[config.mk]
export PLATFORM = sky130hd
export DESIGN_NAME = ifu_lsu_mem_arb
export DESIGN_NICKNAME = d
export VERILOG_FILES = /design/src/rtl/ifu_lsu_mem_arb_pkg.sv /design/src/rtl/ifu_lsu_mem_arb_rr_arb2.sv /design/src/rtl/ifu_lsu_mem_arb.sv
export SDC_FILE = /design/constraint.sdc
export NUM_CORES = 1
export LEC_CHECK = 0
export ABC_AREA = 1
export BUFFER_PORTS_ARGS = -buffer_cell sky130_fd_sc_hd__buf_4
export CAP_MARGIN = 20
export CORE_AREA = 2 2 110 112
export CTS_BUF_LIST = sky130_fd_sc_hd__clkbuf_2 sky130_fd_sc_hd__clkbuf_4 sky130_fd_sc_hd__clkbuf_8
export CTS_CLUSTER_DIAMETER = 200
export DETAILED_ROUTE_END_ITERATION = 16
export DIE_AREA = 0 0 112 114
export PLACE_DENSITY = 0.64
export SYNTH_ARGS = -nofsm -noshare
export SYNTH_HDL_FRONTEND = slang
export SYNTH_HIERARCHICAL = 1
export SYNTH_SLANG_ARGS = --single-unit
[constraint.sdc]
create_clock -name clk_i -period 3.3 [get_ports clk_i]
set_input_delay 0.495 -clock clk_i [delete_from_list [all_inputs] [get_ports clk_i]]
set_output_delay 0.495 -clock clk_i [all_outputs]
set_load 0.01 [all_outputs]
[src/rtl/ifu_lsu_mem_arb_pkg.sv]
// rtl/ifu_lsu_mem_arb_pkg.sv - widths, FSM and owner encodings for the IFU/LSU memory arbiter
package ifu_lsu_mem_arb_pkg;

  localparam int PC_SIZE = 32;
  localparam int XLEN    = 32;
  localparam int AW      = PC_SIZE;
  localparam int DW      = XLEN;
  localparam int MW      = DW / 8;

  typedef enum logic [1:0] {
    ARB_IDLE = 2'd0,
    ARB_REQ  = 2'd1,
    ARB_RSP  = 2'd2
  } arb_state_e;

  localparam logic ARB_OWN_IFU = 1'b0;
  localparam logic ARB_OWN_LSU = 1'b1;

  // One-hot grant vector (bit 0 = IFU, bit 1 = LSU) to owner encoding.
  function automatic logic gnt_to_owner(input logic [1:0] gnt);
    return gnt[1] ? ARB_OWN_LSU : ARB_OWN_IFU;
  endfunction

endpackage

[src/rtl/ifu_lsu_mem_arb_rr_arb2.sv]
// rtl/ifu_lsu_mem_arb_rr_arb2.sv - two-way round-robin picker, purely combinational
module ifu_lsu_mem_arb_rr_arb2
  import ifu_lsu_mem_arb_pkg::*;
(
  input  logic [1:0] req_i,
  input  logic       last_i,
  output logic [1:0] gnt_o
);

  // A lone requester always wins; on a conflict the one not granted last time wins.
  always_comb begin
    gnt_o = 2'b00;
    if (req_i == 2'b11) begin
      gnt_o = (last_i == ARB_OWN_LSU) ? 2'b01 : 2'b10;
    end else begin
      gnt_o = req_i;
    end
  end

endmodule

[src/rtl/ifu_lsu_mem_arb.sv]
// rtl/ifu_lsu_mem_arb.sv - shares one memory port between fetch and load/store, one transaction in flight
module ifu_lsu_mem_arb
  import ifu_lsu_mem_arb_pkg::*;
(
  input  logic          clk_i,
  input  logic          rst_ni,
  input  logic          ifu_req_valid_i,
  output logic          ifu_req_ready_o,
  input  logic [AW-1:0] ifu_req_pc_i,
  output logic          ifu_rsp_valid_o,
  input  logic          ifu_rsp_ready_i,
  output logic [DW-1:0] ifu_rsp_instr_o,
  input  logic          lsu_req_valid_i,
  output logic          lsu_req_ready_o,
  input  logic [AW-1:0] lsu_req_addr_i,
  input  logic          lsu_req_wen_i,
  input  logic [DW-1:0] lsu_req_wdata_i,
  input  logic [MW-1:0] lsu_req_wmask_i,
  output logic          lsu_rsp_valid_o,
  input  logic          lsu_rsp_ready_i,
  output logic [DW-1:0] lsu_rsp_rdata_o,
  output logic          mem_req_valid_o,
  input  logic          mem_req_ready_i,
  output logic [AW-1:0] mem_req_addr_o,
  output logic          mem_req_wen_o,
  output logic [DW-1:0] mem_req_wdata_o,
  output logic [MW-1:0] mem_req_wmask_o,
  input  logic          mem_rsp_valid_i,
  output logic          mem_rsp_ready_o,
  input  logic [DW-1:0] mem_rsp_rdata_i,
  output logic          arb_owner_o
);

  arb_state_e    state_q, state_d;
  logic          owner_q, owner_d;
  logic          last_q, last_d;
  logic [AW-1:0] addr_q, addr_d;
  logic          wen_q, wen_d;
  logic [DW-1:0] wdata_q, wdata_d;
  logic [MW-1:0] wmask_q, wmask_d;
  logic [1:0]    gnt;
  logic          own_rsp_ready;

  ifu_lsu_mem_arb_rr_arb2 u_rr_arb2 (
    .req_i  ({lsu_req_valid_i, ifu_req_valid_i}),
    .last_i (last_q),
    .gnt_o  (gnt)
  );

  assign own_rsp_ready = (owner_q == ARB_OWN_LSU) ? lsu_rsp_ready_i : ifu_rsp_ready_i;

  // Next state, grant-time field capture and all handshake outputs.
  always_comb begin
    state_d         = state_q;
    owner_d         = owner_q;
    last_d          = last_q;
    addr_d          = addr_q;
    wen_d           = wen_q;
    wdata_d         = wdata_q;
    wmask_d         = wmask_q;
    ifu_req_ready_o = 1'b0;
    lsu_req_ready_o = 1'b0;
    mem_req_valid_o = 1'b0;
    mem_rsp_ready_o = 1'b0;
    ifu_rsp_valid_o = 1'b0;
    lsu_rsp_valid_o = 1'b0;
    unique case (state_q)
      ARB_IDLE: begin
        // Readies are gated by reset so a requester held valid through reset sees no grant.
        ifu_req_ready_o = gnt[0] & rst_ni;
        lsu_req_ready_o = gnt[1] & rst_ni;
        if (gnt != 2'b00) begin
          state_d = ARB_REQ;
          owner_d = gnt_to_owner(gnt);
          last_d  = gnt_to_owner(gnt);
          if (gnt[1]) begin
            addr_d  = lsu_req_addr_i;
            wen_d   = lsu_req_wen_i;
            wdata_d = lsu_req_wdata_i;
            wmask_d = lsu_req_wmask_i;
          end else begin
            addr_d  = ifu_req_pc_i;
            wen_d   = 1'b0;
            wdata_d = '0;
            wmask_d = '0;
          end
        end
      end
      ARB_REQ: begin
        mem_req_valid_o = 1'b1;
        if (mem_req_ready_i) begin
          state_d = ARB_RSP;
        end
      end
      ARB_RSP: begin
        mem_rsp_ready_o = own_rsp_ready;
        ifu_rsp_valid_o = (owner_q == ARB_OWN_IFU) & mem_rsp_valid_i;
        lsu_rsp_valid_o = (owner_q == ARB_OWN_LSU) & mem_rsp_valid_i;
        if (mem_rsp_valid_i && own_rsp_ready) begin
          state_d = ARB_IDLE;
        end
      end
      default: begin
        state_d = ARB_IDLE;
      end
    endcase
  end

  // State and latched request fields; last_q resets to LSU so IFU wins the first conflict.
  always_ff @(posedge clk_i or negedge rst_ni) begin
    if (!rst_ni) begin
      state_q <= ARB_IDLE;
      owner_q <= ARB_OWN_IFU;
      last_q  <= ARB_OWN_LSU;
      addr_q  <= '0;
      wen_q   <= 1'b0;
      wdata_q <= '0;
      wmask_q <= '0;
    end else begin
      state_q <= state_d;
      owner_q <= owner_d;
      last_q  <= last_d;
      addr_q  <= addr_d;
      wen_q   <= wen_d;
      wdata_q <= wdata_d;
      wmask_q <= wmask_d;
    end
  end

  assign mem_req_addr_o  = addr_q;
  assign mem_req_wen_o   = wen_q;
  assign mem_req_wdata_o = wdata_q;
  assign mem_req_wmask_o = wmask_q;
  assign arb_owner_o     = owner_q;
  assign ifu_rsp_instr_o = mem_rsp_rdata_i;
  assign lsu_rsp_rdata_o = mem_rsp_rdata_i;

endmodule

# After elaboration in Yosys (flattened, before gate mapping)
# Cells that the tools add are included.
[classes] n_eq_ne=6 muxes=18 reduce_logical=5 n_bitwise=5
[ops] op="$mux W32" count=2
[ops] op="$mux W2" count=5
[ops] op="$mux W1" count=9
[ops] op="$ne A2 B2 Y1 const B" count=3
[ops] op="$pmux W2 S3" count=1
[ops] op="$and A1 B1 Y1" count=4
[ops] op="$eq A2 B2 Y1 const B" count=2
[ops] op="$mux W4" count=1
[ops] op="$reduce_and A3 Y1" count=1
[ops] op="$eq A2 B1 Y1 const B" count=1
[ops] op="$logic_not A2 Y1" count=1
[ops] op="$reduce_and A2 Y1" count=1
[ops] op="$reduce_bool A2 Y1" count=1
[ops] op="$logic_and A1 B1 Y1" count=1
[ops] op="$not A1 Y1" count=1
[word_totals] in_bits=141 output_inout_bits=140 elab_cells=41 ff_bits=73

# Longest topological paths before layout
# Gate-level depths: netlist (run 1).
[depth] word_depth=5 ltp_mapped=9 mapped_depth_nobuf=7

# Modules after synthesis
# The synthesis (run 1) kept the hierarchy.
[modules_own_cells] mod="ifu_lsu_mem_arb" n_inst=1 seq_area_each_um2=1828.0 area_each_um2=3784.9 cells_each=496
[modules_own_cells] mod="ifu_lsu_mem_arb_rr_arb2" n_inst=1 seq_area_each_um2=0.0 area_each_um2=21.3 cells_each=5

# Worst setup path after synthesis (run 1)
# No wires, ideal clock.
[synth_path] kind="in2out" from="in lsu_req_valid_i" to="out lsu_req_ready_o" slack_ns=1.585 required_time_ns=2.805 cell_stages=6 path_buffers=2 arrival_ns=1.220 cell_sequence="inv_1 > a21oi_1 > buf_6 > buf_2 > nand2_1 > nor2_1"
[synth_via] elab_chain_cells=4
[synth_rtl] item="start: declaration" line="ifu_lsu_mem_arb.sv:13" source="input logic lsu_req_valid_i,"
[synth_rtl] item="$eq A2 B2 Y1" line="ifu_lsu_mem_arb_rr_arb2.sv:13" source="if (req_i == 2'b11) begin"
[synth_rtl] item="$mux W2 (*)" line="ifu_lsu_mem_arb_rr_arb2.sv:13"
[synth_rtl] item="named net gnt[1]" line="ifu_lsu_mem_arb.sv:41" source="logic [1:0] gnt;"
[synth_rtl] item="$and A1 B1 Y1 (*)" line="ifu_lsu_mem_arb.sv:71" source="lsu_req_ready_o = gnt[1] & rst_ni;"
[synth_rtl] item="$mux W1 (*)" line="ifu_lsu_mem_arb.sv:67" source="unique case (state_q)"
[synth_rtl] item="end: declaration" line="ifu_lsu_mem_arb.sv:14" source="output logic lsu_req_ready_o,"
# Mark *: on every way through the listed nets, which the timed path passes. The rest lies on a longest branch.

# Final worst setup path (run 1)
[layout_path] from="reg last_q" to="out lsu_req_ready_o"
[layout_via] elab_chain_cells=4
[layout_rtl] item="start: declaration" line="ifu_lsu_mem_arb.sv:36" source="logic last_q, last_d;"
[layout_rtl] item="start signal: assignment" line="ifu_lsu_mem_arb.sv:122" source="last_q <= last_d;"
[layout_rtl] item="$mux W2" line="ifu_lsu_mem_arb_rr_arb2.sv:14" source="gnt_o = (last_i == ARB_OWN_LSU) ? 2'b01 : 2'b10;"
[layout_rtl] item="$mux W2" line="ifu_lsu_mem_arb_rr_arb2.sv:13"
[layout_rtl] item="named net gnt[1]" line="ifu_lsu_mem_arb.sv:41"
[layout_rtl] item="$and A1 B1 Y1" line="ifu_lsu_mem_arb.sv:71"
[layout_rtl] item="$mux W1" line="ifu_lsu_mem_arb.sv:67"
# The timed path passes the listed nets, and every way through them passes these cells.

==> flow_summary_export.csv, run 1 <==
group,metric,value,unit
critical_path,worstRegToRegCells,5,
detailed_routing,drt_first_pass_iters,4,
synth,synth-seq-cells,73,
critical_path,worst-path-max-fanout,32,
power_and_ir_drop,power.net_switching,1.706,mW
clocking,numCtsBuffers,9,
power_and_ir_drop,power.ir.vdd_worst,0.3509,mV
clocking,tritoncts_clock_tree,"yes",
clocking,clk_transition_reported_paths,0.08,ns
finish,insertedDiodeCount,0,
power_and_ir_drop,power.leakage,2.936,nW
power_and_ir_drop,intPower,2.686,mW
sta,slew_headroom,48.62,%
power_and_ir_drop,switching_share,38.84,%
detailed_routing,route.detailed.drc,0,
clocking,cts_setup_buffers,0,
power_and_ir_drop,comb_pwr_share,46.2,%
clocking,clockBufferDepth,2,
sta,rsz0062_at_grt,"false",
synth,mapped_area,3806,um2
clocking,post_cts.resized_instances,0,
global_routing,top_usage_layer,"met2",
placed_design,buffer_ports.inserted,184,
synth,synth-seq-area-share,48.03,%
detailed_routing,vias,3333,
finish,drive_gt1_share,33.93,%
detailed_routing,vias_per_cell,4.351,
global_routing,initial_antenna_violation_count,0,
sta,final-max-slew-violation-count,0,
synth,netlist_top_cells_count,"nand2_1, dfrtp_1, buf_4",
clocking,clkSinkCount,73,
synth,synth_async_sr_flop_share,100.0,%
critical_path,worstReg2RegStart,"last_q",
min_path,min-delay-path-class,"primary input to asynchronous set/reset pin",
global_routing,met2_usage,28.73,%
synth,postSynth.topFlopCell,"dfrtp_1",
sta,final.setup.tns,0,ns
global_routing,grt.met1_usage,19.16,%
critical_path,setup.reg_to_reg.worst_slack,1.43,ns
global_routing,grt_pass1_wl,16570,um
clocking,cts-root-buf,"clkbuf_8",
critical_path,startpoint_type,"flop",
detailed_routing,drt_first_iter_violations,283,
clocking,cts_hold_bufs,0,
synth,syn-instance-count,501,
sta,period_minus_slack,2.124,ns
floorplanning,placementRows,40,
synth,synth.largest_area_cell,"dfrtp_1",
placed_design,placedInstanceArea,4771,um2
clocking,clock_insertion_delay_worst_skew,0.34,ns
sta,min_period_over_period,64.36,%
global_routing,grt_use_met3,4.782,%
global_routing,grt_start_max_net_pins,61,
critical_path,timing_worst_setup_path_type,"flop to output port",
power_and_ir_drop,p_clk_share,17.3,%
critical_path,timing.critical_path.from,"last_q",
synth,synth_edf_count,0,
power_and_ir_drop,powerDensity,881.3,nW/um2
synth,leading_post_synthesis_cells_by_cell_area,"dfrtp_1, nand2_1, buf_4",
floorplanning,core_area,11710,um2
clocking,cts.htree.levels,3,
sta,clock_skew,0.006360,ns
power_and_ir_drop,power_frac_seq,36.5,%
finish,areaGrowthSynthToFinish,30.93,%
placed_design,gp_routability_congestion,0.8563,
detailed_routing,detail-route-antenna-nets,0,
synth,netlist-cell-type-count,18,
critical_path,worstPathRequired,2.80,ns
floorplanning,starting_density_of_the_core,32.50,%
floorplanning,io_pins,281,
sta,max_slew.worst_pin.slew,0.7688,ns
outcome,status,"finished, final reports clean",
job,max_cap_violations,0,
global_routing,grt_overflow_total,0,
critical_path,rr_endpoint,"state_q[0]",
global_routing,globalRouteTotalUtil,16.70,%
detailed_routing,wl_per_cell,13.73,um
sta,finalHoldViolCount,0,
finish,net_count_final,756,
critical_path,worstPathArrival,1.63,ns
synth,synthDominantCellAreaShare,47.34,%
detailed_routing,detail_route.wirelength,10520,um
placed_design,dp_hpwl,7845,um
synth,syn_nets,642,
global_routing,grt_pass1_vias,3274,
critical_path,worstSetupEndpointType,"output port",
floorplanning,dieArea,12770,um2
floorplanning,die-width,112,um
sta,maxClockFrequency,0.4709,GHz
floorplanning,die_h,114,um
synth,synth.most_common_cell,"nand2_1",
finish,post_route_cell_area,4984,um2
synth,synth_area_per_cell,7.597,um2
synth,synthesis.yosys.warnings,6,
sta,finalSetupViolations,0,
==> per-stage QoR <==
step	power, mW	util [%]	instances	hold WS [ns]	worst slack, ns
after floorplan	2.772	-	501	0.1994	1.585
after global placement	3.642	40.74	751	0.4563	1.305
after detailed placement	3.701	40.74	751	0.4596	1.284
after CTS	4.481	42.55	766	0.06903	1.136
after global routing	4.770	42.55	766	0.08504	1.041
final	4.392	42.55	766	0.07578	1.176
==> worst max-delay path: stages (launching register included) <==
cell and delay, ns:
dfstp_2 0.40, a21oi_4 0.20, buf_4 0.35, nand2_1 0.08, nor2_1 0.12, buf_4 0.13
==> kinds of logic after synthesis <==
logic type / count (synthesis) / share of synthesized area [%]
simple gates: 329 / 32.91
buf+inv: 95 / 18.18
flops: 73 / 48.03
compound gates: 4 / 0.8875
==> layout make-up <==
type,instances,area (um2)
inverter,10,37.54
timing repair buffer,188,1424
tap,147,183.9
sequential,73,1828
fill,1232,6728
clock inverter,5,81.33
multi-input combinational,333,1297
clock buffer,10,131.4
==> layer usage <==
metal,share of wire (%),wire length (um),vias up
met5,0,0,-
met4,2.8,297,0
met3,7.9,828,33
met2,49,5160,148
met1,40,4231,1496
li1,-,-,1656
==> sequential cells by signal (all words and copies together) (netlist names) <==
signal           cells
arb_owner_o          1
mem_req_wdata_o     32
state_q              2
last_q               1
mem_req_wen_o        1
mem_req_addr_o      32
mem_req_wmask_o      4
==> worst max-delay path by stage <==
stage,endpoint,slack (ns),depth (start not counted)
6_report,lsu_req_ready_o,1.18,5
5_1_grt,lsu_req_ready_o,1.04,5
3_3_place_gp,lsu_req_ready_o,1.31,7
4_1_cts,lsu_req_ready_o,1.14,5
3_5_place_dp,state_q[0],1.28,7
2_1_floorplan,lsu_req_ready_o,1.59,6
==> placed cells by master, fill, tap and decap left out <==
master	count
a21oi_4	1
clkinvlp_4	1
dfstp_2	1
bufinv_16	2
nor3_1	2
inv_1	9
inv_2	1
buf_12	1
clkinv_2	1
clkinv_4	1
o21ai_0	1
nand2_1	315
dfrtp_1	72
nand3_1	2
nor2_4	1
nand2_2	1
clkbuf_4	1
nor2_1	7
buf_4	187
o21ai_4	1
nor2_2	1
o31ai_1	1
clkbuf_8	9
==> power by group through the flow <==
stage          combinational (mW)  sequential (mW)  clock (mW)
6_report                     2.03             1.60       0.761
5_1_grt                      2.27             1.66       0.833
4_1_cts                      2.08             1.61       0.793
3_5_place_dp                 2.08             1.62           0
3_3_place_gp                 2.04             1.61           0
2_1_floorplan               0.988             1.78           0
(Power assumes the default switching activity.)
==> inputs of run 2 (changes only) <==
--- a/config.mk
+++ b/config.mk
@@ -5,15 +5,15 @@
 export SDC_FILE = /design/constraint.sdc
 export NUM_CORES = 1
 export LEC_CHECK = 0
-export ABC_AREA = 1
+export ABC_AREA = 0
 export BUFFER_PORTS_ARGS = -buffer_cell sky130_fd_sc_hd__buf_4
 export CAP_MARGIN = 20
-export CORE_AREA = 2 2 110 112
+export CORE_AREA = 2 2 109 111
 export CTS_BUF_LIST = sky130_fd_sc_hd__clkbuf_2 sky130_fd_sc_hd__clkbuf_4 sky130_fd_sc_hd__clkbuf_8
 export CTS_CLUSTER_DIAMETER = 200
 export DETAILED_ROUTE_END_ITERATION = 16
-export DIE_AREA = 0 0 112 114
-export PLACE_DENSITY = 0.64
+export DIE_AREA = 0 0 111 113
+export PLACE_DENSITY = 0.63
 export SYNTH_ARGS = -nofsm -noshare
 export SYNTH_HDL_FRONTEND = slang
 export SYNTH_HIERARCHICAL = 1
==> constraint.sdc (replaced) <==
create_clock -name clk_i -period 2.1 [get_ports clk_i]
set_input_delay 0.315 -clock clk_i [delete_from_list [all_inputs] [get_ports clk_i]]
set_output_delay 0.315 -clock clk_i [all_outputs]
set_load 0.01 [all_outputs]
==> run 2 against run 1 <==
Synthesized cell count down 45%. Critical path depth down 1. Non-clock buffer count up 4. Sequential cell count unchanged. Utilization up 0.79 points. Cell count down 28%. Die area down 1.8%. First-iteration DRC count down 88%. Clock-buffer cell count unchanged. Clock power up 67%. Global-route usage down 2.7 points. Final area down 2.0%. Critical endpoint is now ifu_req_ready_o.
==> flow_summary_export.csv, run 2 <==
group,metric,value,unit
outcome,status,"finished, final reports clean",
synth,postSynth.topFlopCell,"dfrtp_1",
clocking,cts.htree.levels,3,
clocking,clkSinkCount,73,
detailed_routing,dr.max_layer_used,"met4",
sta,rsz0062_at_grt,"false",
critical_path,worstReg2RegStart,"last_q",
detailed_routing,wl_met2,4867,um
critical_path,worst-path-max-fanout,3,
sta,period_minus_slack,1.890,ns
global_routing,grt_overflow_total,0,
synth,post_synthesis_share_of_cell_area_spent_on_full_adders_half_adders_and_majority_gates,0,%
synth,synth_compound_area_share,10.33,%
power_and_ir_drop,power.ir.vdd_worst,0.6326,mV
clocking,cts_setup_buffers,0,
global_routing,grt_start_max_net_pins,40,
floorplanning,core_area,11270,um2
floorplanning,placementRows,39,
global_routing,grt_pass1_vias,2672,
detailed_routing,detail-route-antenna-nets,0,
synth,synth-seq-cells,73,
critical_path,startpoint_type,"flop",
clocking,cts_hold_bufs,0,
synth,synth_area_per_cell,13.04,um2
sta,max_slew.worst_pin.slew,0.4611,ns
floorplanning,starting_density_of_the_core,32.03,%
sta,maxClockFrequency,0.5292,GHz
synth,yosys.area_share.xor_xnor,0,%
critical_path,worstSetupEndpointType,"output port",
detailed_routing,drt_first_iter_violations,35,
synth,netlist_top_cells_count,"dfrtp_1, buf_4, mux2_2",
clocking,clockBufferDepth,2,
clocking,clk_transition_reported_paths,0.09,ns
finish,finalCoreUtilization,43.35,%
critical_path,setup.reg_to_reg.worst_slack,0.37,ns
global_routing,initial_antenna_violation_count,0,
synth,netlist-cell-type-count,22,
sta,final.setup.tns,0,ns
critical_path,worstPathArrival,1.57,ns
placed_design,dp_hpwl,6998,um
detailed_routing,wl_per_cell,16.32,um
clocking,clock_insertion_delay_worst_skew,0.33,ns
critical_path,rr_endpoint,"mem_req_addr_o[22]",
synth,synthDominantCellAreaShare,49.90,%
critical_path,worstRegToRegCells,4,
detailed_routing,detail_route.wirelength,8961,um
finish,layout.cells.most_common,"buf_4",
clocking,cts-root-buf,"clkbuf_8",
synth,synth_async_sr_flop_share,100.0,%
detailed_routing,vias,2498,
synth,syn-instance-count,277,
power_and_ir_drop,total_power,6.618,mW
finish,net_count_final,542,
critical_path,crit_slowest_cell,"dfstp_2",
synth,synth-seq-area-share,50.62,%
placed_design,buffer_ports.inserted,184,
clocking,numCtsBuffers,9,
detailed_routing,routedLengthMet1,3057,um
synth,leading_post_synthesis_cells_by_cell_area,"dfrtp_1, mux2_2, buf_4",
synth,synth.largest_area_cell,"dfrtp_1",
sta,min_period_over_period,89.98,%
finish,drive_gt1_share,66.75,%
synth,synthSimpleGateAreaFrac,1.906,%
finish,areaGrowthSynthToFinish,35.31,%
sta,finalSetupViolations,0,
placed_design,gp_routability_congestion,0.7075,
min_path,min-delay-path-class,"primary input to asynchronous set/reset pin",
critical_path,timing_worst_setup_path_type,"flop to output port",
floorplanning,dieArea,12540,um2
synth,synth.mux.area_fraction,20.24,%
clocking,tritoncts_clock_tree,"yes",
critical_path,slowest_delay,0.58,ns
sta,finalHoldViolCount,0,
clocking,post_cts.resized_instances,0,
power_and_ir_drop,powerDensity,1354,nW/um2
job,max_cap_violations,0,
detailed_routing,vias_per_cell,4.550,
synth,synth.most_common_cell,"dfrtp_1",
floorplanning,io_pins,281,
synth,syn_nets,418,
synth,synth_top_family_by_area,"multiplexers",
synth,synthesis.yosys.warnings,6,
sta,slew_headroom,69.26,%
floorplanning,die_h,113,um
synth,mapped_area,3611,um2
detailed_routing,routed-wl-met3,934,um
global_routing,globalRouteTotalUtil,13.98,%
floorplanning,die-width,111,um
detailed_routing,drt_first_pass_iters,4,
sta,final-max-slew-violation-count,0,
critical_path,worstPathRequired,1.78,ns
detailed_routing,route.detailed.drc,0,
global_routing,grt_pass1_wl,13870,um
sta,clock_skew,0.01307,ns
critical_path,crit_chain,"inv_1, a21boi_1, and3_1, buf_4",
power_and_ir_drop,power.leakage,2.456,nW
synth,synth_edf_count,0,
finish,most-common-layout-cells,"buf_4, dfrtp_1, mux2_2, a22o_1, clkbuf_8",
finish,insertedDiodeCount,0,
[run 2: changes by cell type after synthesis, sizes merged, moves of 3 or more]
cell	previous run	this run
inv	10	3
a22o	0	37
nor2	9	2
buf	85	79
and3	0	3
mux2	0	64
nand2	316	4
[run 2: logic make-up after synthesis]
group / after synthesis
mux: 65
simple gates: 13
compound gates: 44
flops: 73
buf+inv: 82
[run 2: stage by stage]
step / hold WS, ns / setup slack (ns) / cells / cell area (um2)
3_5_place_dp: 0.4402 / 0.3625 / 533 / 4651
4_1_cts: 0.06150 / 0.1731 / 549 / 4886
5_1_grt: 0.07863 / 0.09918 / 549 / 4886
3_3_place_gp: 0.4292 / 0.4142 / 533 / 4651
6_report: 0.04987 / 0.2104 / 549 / 4886
2_1_floorplan: 0.01941 / 0.4773 / 277 / 3611
[run 2: how the worst max path moves through the flow]
stage                start                  to  slack (ns)  cells past startpoint
CTS                 last_q     ifu_req_ready_o        0.17                      4
detailed placement  last_q  mem_req_addr_o[13]        0.36                      4
global placement    last_q  mem_req_addr_o[25]        0.41                      4
global route        last_q     ifu_req_ready_o         0.1                      4
floorplan           last_q   mem_req_addr_o[0]        0.48                      5
finish              last_q     ifu_req_ready_o        0.21                      4
[run 2: worst max-delay path: cells and delay by family (launching register included)]
kind	cells	cell delay [ns]
buf+inv	2	0.17
compound gates	1	0.30
flops	1	0.58
simple gates	1	0.21
[run 2: routing by layer]
metal / track usage [%] / up-vias
met1: 14.39 / 1168
met2: 25.97 / 163
met3: 5.945 / 15
li1: - / 1152
met4: 4.000 / 0
met5: 0 / -
[run 2: final cells by class]
class                      instances  area [um2]
fill                            1074        6386
sequential                        73        1828
multi-input combinational        122        1191
timing repair buffer             192        1441
tap                              143       178.9
inverter                           3       11.26
clock buffer                      10       137.6
clock inverter                     6       97.59
[run 2: report_power, final]
part / total [mW] / switching [mW] / internal [mW]
logic: 2.92 / 1.23 / 1.69
clock network: 1.27 / 0.551 / 0.718
registers: 2.43 / 0.373 / 2.05
total: 6.62 / 2.15 / 4.46
==> inputs of run 3 (changes only) <==
--- a/config.mk
+++ b/config.mk
@@ -13,8 +13,7 @@
 export CTS_CLUSTER_DIAMETER = 200
 export DETAILED_ROUTE_END_ITERATION = 16
 export DIE_AREA = 0 0 111 113
-export PLACE_DENSITY = 0.63
+export PLACE_DENSITY = 0.62
 export SYNTH_ARGS = -nofsm -noshare
 export SYNTH_HDL_FRONTEND = slang
-export SYNTH_HIERARCHICAL = 1
 export SYNTH_SLANG_ARGS = --single-unit
==> run 3 against run 2 <==
Cell count shrank 0.36%. Combinational power shrank 2%. Via count grew 1.1%. Largest cell class unchanged. Largest power group unchanged. Highest routed layer unchanged.
==> flow_summary_export.csv, run 3 <==
group,metric,value,unit
clocking,clockBufferDepth,2,
floorplanning,die-width,111,um
synth,synth_async_sr_flop_share,100.0,%
sta,clock_skew,0.01478,ns
synth,synth_edf_count,0,
job,max_cap_violations,0,
sta,finalSetupViolations,0,
finish,area_of_the_multi_input_gates,1182,um2
placed_design,dp_hpwl,6472,um
synth,syn-instance-count,277,
floorplanning,core_area,11270,um2
critical_path,slowest_delay,0.43,ns
power_and_ir_drop,power.ir.vdd_worst,0.6482,mV
synth,synthesis.yosys.warnings,0,
critical_path,startpoint_type,"flop",
synth,mapped_area,3580,um2
synth,syn_nets,418,
clocking,clkSinkCount,73,
finish,areaGrowthSynthToFinish,35.83,%
clocking,cts.htree.levels,3,
critical_path,crit_chain,"nor2_1, nand2_1, nor2_1, buf_4",
placed_design,placedInstanceArea,4652,um2
finish,most-common-layout-cells,"buf_4, dfrtp_1, a22o_1, mux2_2, mux2_1",
floorplanning,starting_density_of_the_core,31.76,%
synth,synth_area_per_cell,12.92,um2
clocking,numCtsBuffers,9,
critical_path,timing_worst_setup_path_type,"flop to output port",
sta,final.setup.tns,0,ns
sta,finalHoldViolCount,0,
critical_path,critical-path-top-delay-family,"simple AND/OR/NAND/NOR gates",
detailed_routing,route.detailed.drc,0,
power_and_ir_drop,power.leakage,2.429,nW
power_and_ir_drop,total_power,6.411,mW
clocking,clk_transition_reported_paths,0.07,ns
clocking,cts-root-buf,"clkbuf_8",
detailed_routing,detail-route-antenna-nets,0,
synth,synth.most_common_cell,"dfrtp_1",
critical_path,crit_slowest_cell,"dfrtp_1",
finish,ff_latch_area,1828,um2
min_path,min-delay-path-class,"primary input to flop",
critical_path,cp.buffers_inverters,1,
sta,min_period_over_period,88.14,%
critical_path,worst-path-max-fanout,4,
clocking,cts_hold_bufs,0,
detailed_routing,wl_per_cell,16.12,um
global_routing,globalRouteTotalUtil,14.03,%
sta,period_minus_slack,1.851,ns
sta,rsz0062_at_grt,"false",
outcome,status,"finished, final reports clean",
detailed_routing,drt_first_iter_violations,101,
placed_design,buffer_ports.inserted,184,
clocking,cts_setup_buffers,0,
global_routing,initial_antenna_violation_count,0,
sta,max_slew.worst_pin.slew,0.9155,ns
finish,post_route_cell_area,4862,um2
finish,insertedDiodeCount,0,
finish,drive_gt1_share,60.40,%
detailed_routing,vias_per_cell,4.616,
synth,postSynth.topFlopCell,"dfrtp_1",
sta,slew_headroom,38.96,%
sta,final-max-slew-violation-count,0,
finish,nFillCells,1068,
synth,netlist_top_cells_count,"dfrtp_1, buf_4, a22o_1",
finish,layout.cells.most_common,"buf_4",
floorplanning,dieArea,12540,um2
power_and_ir_drop,powerDensity,1319,nW/um2
critical_path,worstSetupEndpointType,"output port",
global_routing,grt_overflow_total,0,
floorplanning,placementRows,39,
sta,minimum_hold_slack,0.1837,ns
detailed_routing,vias,2525,
detailed_routing,detail_route.wirelength,8819,um
synth,synth-seq-cells,73,
critical_path,worstPathArrival,1.54,ns
floorplanning,io_pins,281,
clocking,tritoncts_clock_tree,"yes",
global_routing,grt_start_max_net_pins,74,
synth,synth.largest_area_cell,"dfrtp_1",
global_routing,grt_pass1_wl,13860,um
detailed_routing,drt_first_pass_iters,4,
placed_design,gp_routability_congestion,0.8016,
global_routing,grt_pass1_vias,2676,
critical_path,setup.reg_to_reg.worst_slack,0.40,ns
sta,maxClockFrequency,0.5402,GHz
clocking,clock_insertion_delay_worst_skew,0.34,ns
critical_path,crit_path_top_cell_by_count,"nor2_1",
finish,net_count_final,540,
synth,leading_post_synthesis_cells_by_cell_area,"dfrtp_1, buf_4, mux2_2",
synth,synth-seq-area-share,51.07,%
synth,synthDominantCellAreaShare,50.33,%
critical_path,worstPathRequired,1.78,ns
clocking,post_cts.resized_instances,0,
floorplanning,die_h,113,um
synth,netlist-cell-type-count,21,
run 3: changes by cell type after synthesis, sizes merged, moves of 2 or more:
cell,before,now
buf,79,73
a21boi,2,0
nor2,2,4
clkbuf,0,6
and3,3,1
run 3: final cells by class:
class,count,share of cell area [%]
Clock buffer,12,3.268
Inverter,3,0.2316
Sequential cell,73,37.60
Timing Repair Buffer,190,29.85
Tap cell,143,3.680
Multi-Input combinational cell,122,24.32
Clock inverter,4,1.055
run 3: stage by stage:
step	setup slack, ns	cells	util (%)
3_5_place_dp	0.4011	531	41.27
6_report	0.2490	547	43.13
2_1_floorplan	0.5360	277	-
5_1_grt	0.1317	547	43.13
4_1_cts	0.1713	547	43.13
3_3_place_gp	0.4320	531	41.27
run 3: per-layer routing:
layer | up-vias | part of all wire, % | global-route usage [%]
met2 | 166 | 49 | 23.64
met5 | - | 0 | 0
met3 | 15 | 11 | 6.052
met1 | 1194 | 38 | 15.54
li1 | 1150 | - | -
met4 | 0 | 1.6 | 6.167
run 3: cells by family after synthesis:
| group | Yosys count | synth area share (%) |
|---|---|---|
| mux | 65 | 20.41 |
| flops | 73 | 51.07 |
| simple gates | 13 | 1.817 |
| buf+inv | 82 | 16.39 |
| compound gates | 44 | 10.31 |
run 3: worst paths after layout:
path,depth (start not counted),end,from
worst max register to register,4,mem_req_addr_o[13],last_q
max in group asynchronous,2,mem_req_addr_o[5],rst_ni
worst min register to register,1,mem_req_addr_o[10],mem_req_addr_o[10]
worst max-delay path,4,ifu_req_ready_o,state_q[0]
worst min-delay path,2,state_q[0],mem_req_ready_i
min in group asynchronous,2,mem_req_addr_o[1],rst_ni
run 3: report_power, final:
group	leakage (nW)	total (mW)	internal [mW]	switching, mW
logic	1.42	2.87	1.65	1.22
clock network	0.106	1.14	0.628	0.509
registers	0.903	2.40	2.04	0.365
total	2.43	6.41	4.31	2.10
